**src/rtl/dmem_responder.sv**
```systemverilog
// Data-memory responder for the MEM stage: accepts one load/store at a time,
// waits LATENCY cycles, then commits the access and pulses a one-cycle response.
// stall holds the pipeline from the request cycle until the response arrives.
module dmem_responder #(
  parameter int DEPTH   = 64,
  parameter int LATENCY = 2
) (
  input  logic        clk,
  input  logic        rst,
  input  logic        req_valid,
  input  logic        req_write,
  input  logic [31:0] req_addr,
  input  logic [31:0] req_wdata,
  output logic        req_ready,
  output logic        resp_valid,
  output logic [31:0] resp_rdata,
  output logic        stall,
  output logic        addr_err,
  output logic [15:0] T_V
);

  localparam int IDX_W = (DEPTH > 1) ? $clog2(DEPTH) : 1;

  typedef enum logic [1:0] {
    IDLE = 2'd0,
    WAIT = 2'd1,
    RESP = 2'd2
  } state_t;

  state_t            stateReg;
  logic [3:0]        cntReg;
  logic              writeReg;
  logic [31:0]       addrReg;
  logic [31:0]       wdataReg;
  logic [31:0]       mem [DEPTH];

  logic              addrLegal;
  logic [IDX_W-1:0]  wordIdx;
  logic              commitNow;
  logic              commitWrite;

  // Address decode of the latched request: word aligned and inside the array.
  always_comb begin
    addrLegal   = (addrReg[1:0] == 2'b00) && ((addrReg >> 2) < 32'(DEPTH));
    wordIdx     = addrReg[IDX_W+1:2];
    commitNow   = (stateReg == WAIT) && (cntReg == 4'd0);
    commitWrite = commitNow && writeReg && addrLegal;
  end

  // Handshake and hazard outputs derived from the current state.
  always_comb begin
    req_ready = (stateReg == IDLE);
    stall     = ((stateReg == IDLE) && req_valid) || (stateReg == WAIT);
    T_V       = mem[0][15:0];
  end

  // Storage array: cleared by reset, written only by a legal store at commit.
  always_ff @(posedge clk or posedge rst) begin
    if (rst) begin
      for (int i = 0; i < DEPTH; i++) begin
        mem[i] <= '0;
      end
    end else if (commitWrite) begin
      mem[wordIdx] <= wdataReg;
    end
  end

  // Request/response FSM with registered response outputs.
  always_ff @(posedge clk or posedge rst) begin
    if (rst) begin
      stateReg   <= IDLE;
      cntReg     <= 4'd0;
      writeReg   <= 1'b0;
      addrReg    <= '0;
      wdataReg   <= '0;
      resp_valid <= 1'b0;
      resp_rdata <= '0;
      addr_err   <= 1'b0;
    end else begin
      case (stateReg)
        IDLE: begin
          resp_valid <= 1'b0;
          if (req_valid) begin
            writeReg <= req_write;
            addrReg  <= req_addr;
            wdataReg <= req_wdata;
            cntReg   <= 4'(LATENCY - 1);
            stateReg <= WAIT;
          end
        end
        WAIT: begin
          if (cntReg == 4'd0) begin
            // Access happens on this edge; loads sample the array before any update.
            resp_valid <= 1'b1;
            addr_err   <= !addrLegal;
            resp_rdata <= (addrLegal && !writeReg) ? mem[wordIdx] : 32'd0;
            stateReg   <= RESP;
          end else begin
            cntReg <= cntReg - 4'd1;
          end
        end
        RESP: begin
          // Response strobe lasts one cycle; rdata holds, the error flag does not.
          resp_valid <= 1'b0;
          addr_err   <= 1'b0;
          stateReg   <= IDLE;
        end
        default: begin
          stateReg <= IDLE;
        end
      endcase
    end
  end

endmodule

```
**config.mk**
```make
export PLATFORM = sky130hd
export DESIGN_NAME = dmem_responder
export DESIGN_NICKNAME = d
export VERILOG_FILES = /design/src/rtl/dmem_responder.sv
export SDC_FILE = /design/constraint.sdc
export NUM_CORES = 2
export LEC_CHECK = 0
export BUFFER_PORTS_ARGS = -buffer_cell sky130_fd_sc_hd__buf_2
export CORE_MARGIN = 2
export CORE_UTILIZATION = 63
export DETAILED_ROUTE_END_ITERATION = 8
export GPL_ROUTABILITY_DRIVEN = 0
export PLACE_DENSITY_LB_ADDON = 0.2
export SYNTH_ARGS = -nofsm -noshare
export SYNTH_HDL_FRONTEND = slang
export SYNTH_SLANG_ARGS = --single-unit
```
**constraint.sdc**
```tcl
create_clock -name clk -period 91.3 [get_ports clk]
set_input_delay 18.26 -clock clk [delete_from_list [all_inputs] [get_ports clk]]
set_output_delay 18.26 -clock clk [all_outputs]
set_load 0.01 [all_outputs]
```
==> results.py <==
metrics = {
    "grt": {
        "overflow": 0,
        "grt_usage_pct": 40.9,
        "grt_pass1_vias": 64668,
        "grt_max_degree": 202,
        "antenna_found_initial": 15,
        "grt_pass1_wl_mm": 462,
    },
    "synth": {
        "synth_warnings": 0,
        "synthArstFlopShare_pct": 100,
        "synth.distinct_cells": 79,
        "synth_top_area_share_pct": 55.1,
        "avgSynthCellArea_um2": 14.3,
        "netlist_area_mm2": 0.0977,
        "seq_area_frac_synth_pct": 55.1,
        "synth_flop_cell": "dfrtp_1",
        "synth_edf_count": 0,
        "synth_cells": 6840,
        "ys_top_cells_by_area": "dfrtp_1 (55%), mux2_2 (23%), mux4_2 (5.6%)",
        "yosysTopAreaCell": "dfrtp_1",
        "syn-num-nets": 6910,
        "synth-seq-cells": 2153,
    },
    "worst_setup_path": {
        "path_max_fanout": 2,
        "worstSetupEndpointType": "primary output",
        "cp-start-kind": "input port",
        "worstSetupPathType": "in2out",
        "r2r_end": "resp_rdata[22]",
        "critPathRequiredTime_ns": 73.04,
        "reg2reg_from": "addrReg[4]",
        "r2r_slack_ns": 84.79,
        "crit_arrival_ns": 18.68,
        "reg2reg_depth": 11,
    },
    "worst_hold_path": {
        "holdPathStages": 1,
        "holdCritPathClass": "reg2reg",
        "worstHoldStart": "mem[306]",
        "hold-path-endpoint": "mem[306]",
    },
    "pwr": {
        "ir_worst_vdd_mv": 0.0444,
        "powerDensity_mw_per_mm2": 26.1,
        "power.static_leakage_nw": 52.6,
    },
    "sta": {
        "worst_slew_pin_slew_ns": 1.33,
        "period_share_pct": 40.5,
        "fmax_ghz": 0.0271,
        "setup_violations": 0,
        "period_needed_ns": 36.94,
        "finalHoldViolCount": 0,
        "timing.hold.ws_ns": 0.482,
        "slew_viol_final": 0,
        "fin_worst_skew_ns": 0.0443,
        "rsz0062_at_grt": "no",
        "relSlewSlack_pct": 9.00,
        "fin_setup_tns_ns": 0,
    },
    "clocking": {
        "ctsLongestPathBuffers": 3,
        "htreeDepth": 4,
        "post_cts_resized": 0,
        "post_cts_buffers": 0,
        "ctsHoldBuffers": 0,
        "numCtsBuffers": 215,
        "insertion_delay_ns": 0.87,
        "clkTransAtPathRegs_ns": 0.06,
        "root_buffer": "clkbuf_16",
        "clock_sinks": 2153,
        "cts_tree": "built",
    },
    "layout": {
        "mostFrequentLayoutCell": "dfrtp_1",
        "final_cell_mix": "dfrtp_1 (2120), mux2_2 (1996), mux2_1 (243), mux4_2 (241), o22ai_1 (236)",
        "fin_nets": 6687,
        "fillCellCount": 10508,
        "stdcell_count": 8851,
        "drive_gt1_share_pct": 44.7,
        "area_delta_synth_final_pct": 9.11,
        "seq_area_mm2": 0.0539,
        "multiInputGateArea_mm2": 0.0405,
        "design_area_mm2": 0.107,
    },
    "floorplanning": {
        "ios": 120,
        "rows": 144,
        "die_x_um": 398,
        "core_region_area_mm2": 0.154,
        "design.die.area_mm2": 0.158,
        "floorplan.initialDensity_pct": 63.4,
        "fp.dieH_um": 398,
    },
    "run": {
        "max-cap-violations": 0,
    },
    "drt": {
        "avgViaCountPerCell": 7.24,
        "drc": 0,
        "vias": 64063,
        "ant_nets": 0,
        "wl_met1_mm": 121,
        "wl_met3_mm": 39.0,
        "topRoutingLayerUsed": "met5",
        "routedWlPerCell_um": 36.3,
        "drt_wl_total_mm": 321,
        "wl_met2_mm": 141,
        "drt_iter0_drc": 7764,
        "drtPass1Iterations": 6,
    },
    "placed_design": {
        "place_area_mm2": 0.0992,
        "dp_hpwl_mm": 183,
        "port_buffers": 119,
        "dpl.cell_count": 8444,
    },
    "status": {
        "run_status": "complete, no violations",
    },
}
## stage by stage
step | worst slack (ns) | utilization [%] | total power, mW
after floorplan | 12.21 | - | 1.52
after global placement | 54.33 | 64.4 | 1.83
after detailed placement | 54.35 | 64.4 | 1.84
after CTS | 54.35 | 69.2 | 2.75
after global routing | 54.31 | 69.2 | 2.84
final | 54.36 | 69.2 | 2.78
## sequential cells by signal (all words and copies together), names as in the netlist
name and cells:
wdataReg 32, resp_valid 1, writeReg 1, addrReg 32
resp_rdata 32, mem 2032, addr_err 1, T_V 16
stateReg 2, cntReg 4
## where the power goes
part           internal, mW  switching, mW  total [mW]
clock network         0.538          0.382       0.921
logic                 0.212          0.558       0.771
registers             0.970          0.123        1.09
total                  1.72           1.06        2.78
## Yosys cell counts, drive strengths merged, types with 4 or more instances
cell type     n
o211ai        6
a22o          8
nand3        26
a32o         16
mux2i       176
a221oi       23
o221ai       82
or4           7
o41ai         5
mux4        241
nor2b        13
dfrtp      2153
nor4         14
a21oi       117
and3         43
a2111oi       9
nand4b        4
nor2        100
nand2b        9
o22ai       236
a22oi        43
o31ai        12
o32ai        14
o22a         18
buf         396
inv          18
nand2       180
nand3b        4
o21ai       109
a222oi        5
mux2       2239
or2           4
nor3         36
clkbuf      351
a211oi       44
or3           5
nor3b         4
a31oi         5
a2bb2oi      13
a211o         4
and2         10
## layout make-up
class	count	area share, %
well taps	2044	2.40
clock inverters	70	0.769
flip-flops and latches	2153	50.6
diodes	11	0.0258
clock buffers	326	6.16
inverters	19	0.0810
repair buffers	307	1.98
multi-input cells	3921	38.0
## layer usage
| layer | up-vias | global-route usage, % |
|---|---|---|
| li1 | 24768 | - |
| met4 | 10 | 21.0 |
| met5 | - | 0 |
| met1 | 34172 | 55.6 |
| met2 | 4058 | 60.1 |
| met3 | 1055 | 12.4 |
## worst max-delay path: stages
cell	delay [ns]
buf_2	0.09
nor2_1	0.04
nor2_1	0.14
buf_2	0.16
## how the worst max path moves through the flow
stage               startpoint      to  slack [ns]  depth (start not counted)
global route         req_valid   stall       54.31                          4
floorplan                  rst  T_V[0]       12.21                          1
global placement     req_valid   stall       54.33                          4
finish               req_valid   stall       54.36                          4
CTS                  req_valid   stall       54.35                          4
detailed placement   req_valid   stall       54.35                          4
## kinds of logic after synthesis
group	count (synthesis)	share of synthesized area (%)
and+or+nand+nor	472	2.46
muxes	2656	33.2
adders and majority gates	2	0.0256
buffers and inverters	766	3.71
xor gates and xnor gates	2	0.0179
AOI/OAI and AO/OA	789	5.50
DFF	2153	55.1
(Power assumes the default switching activity.)
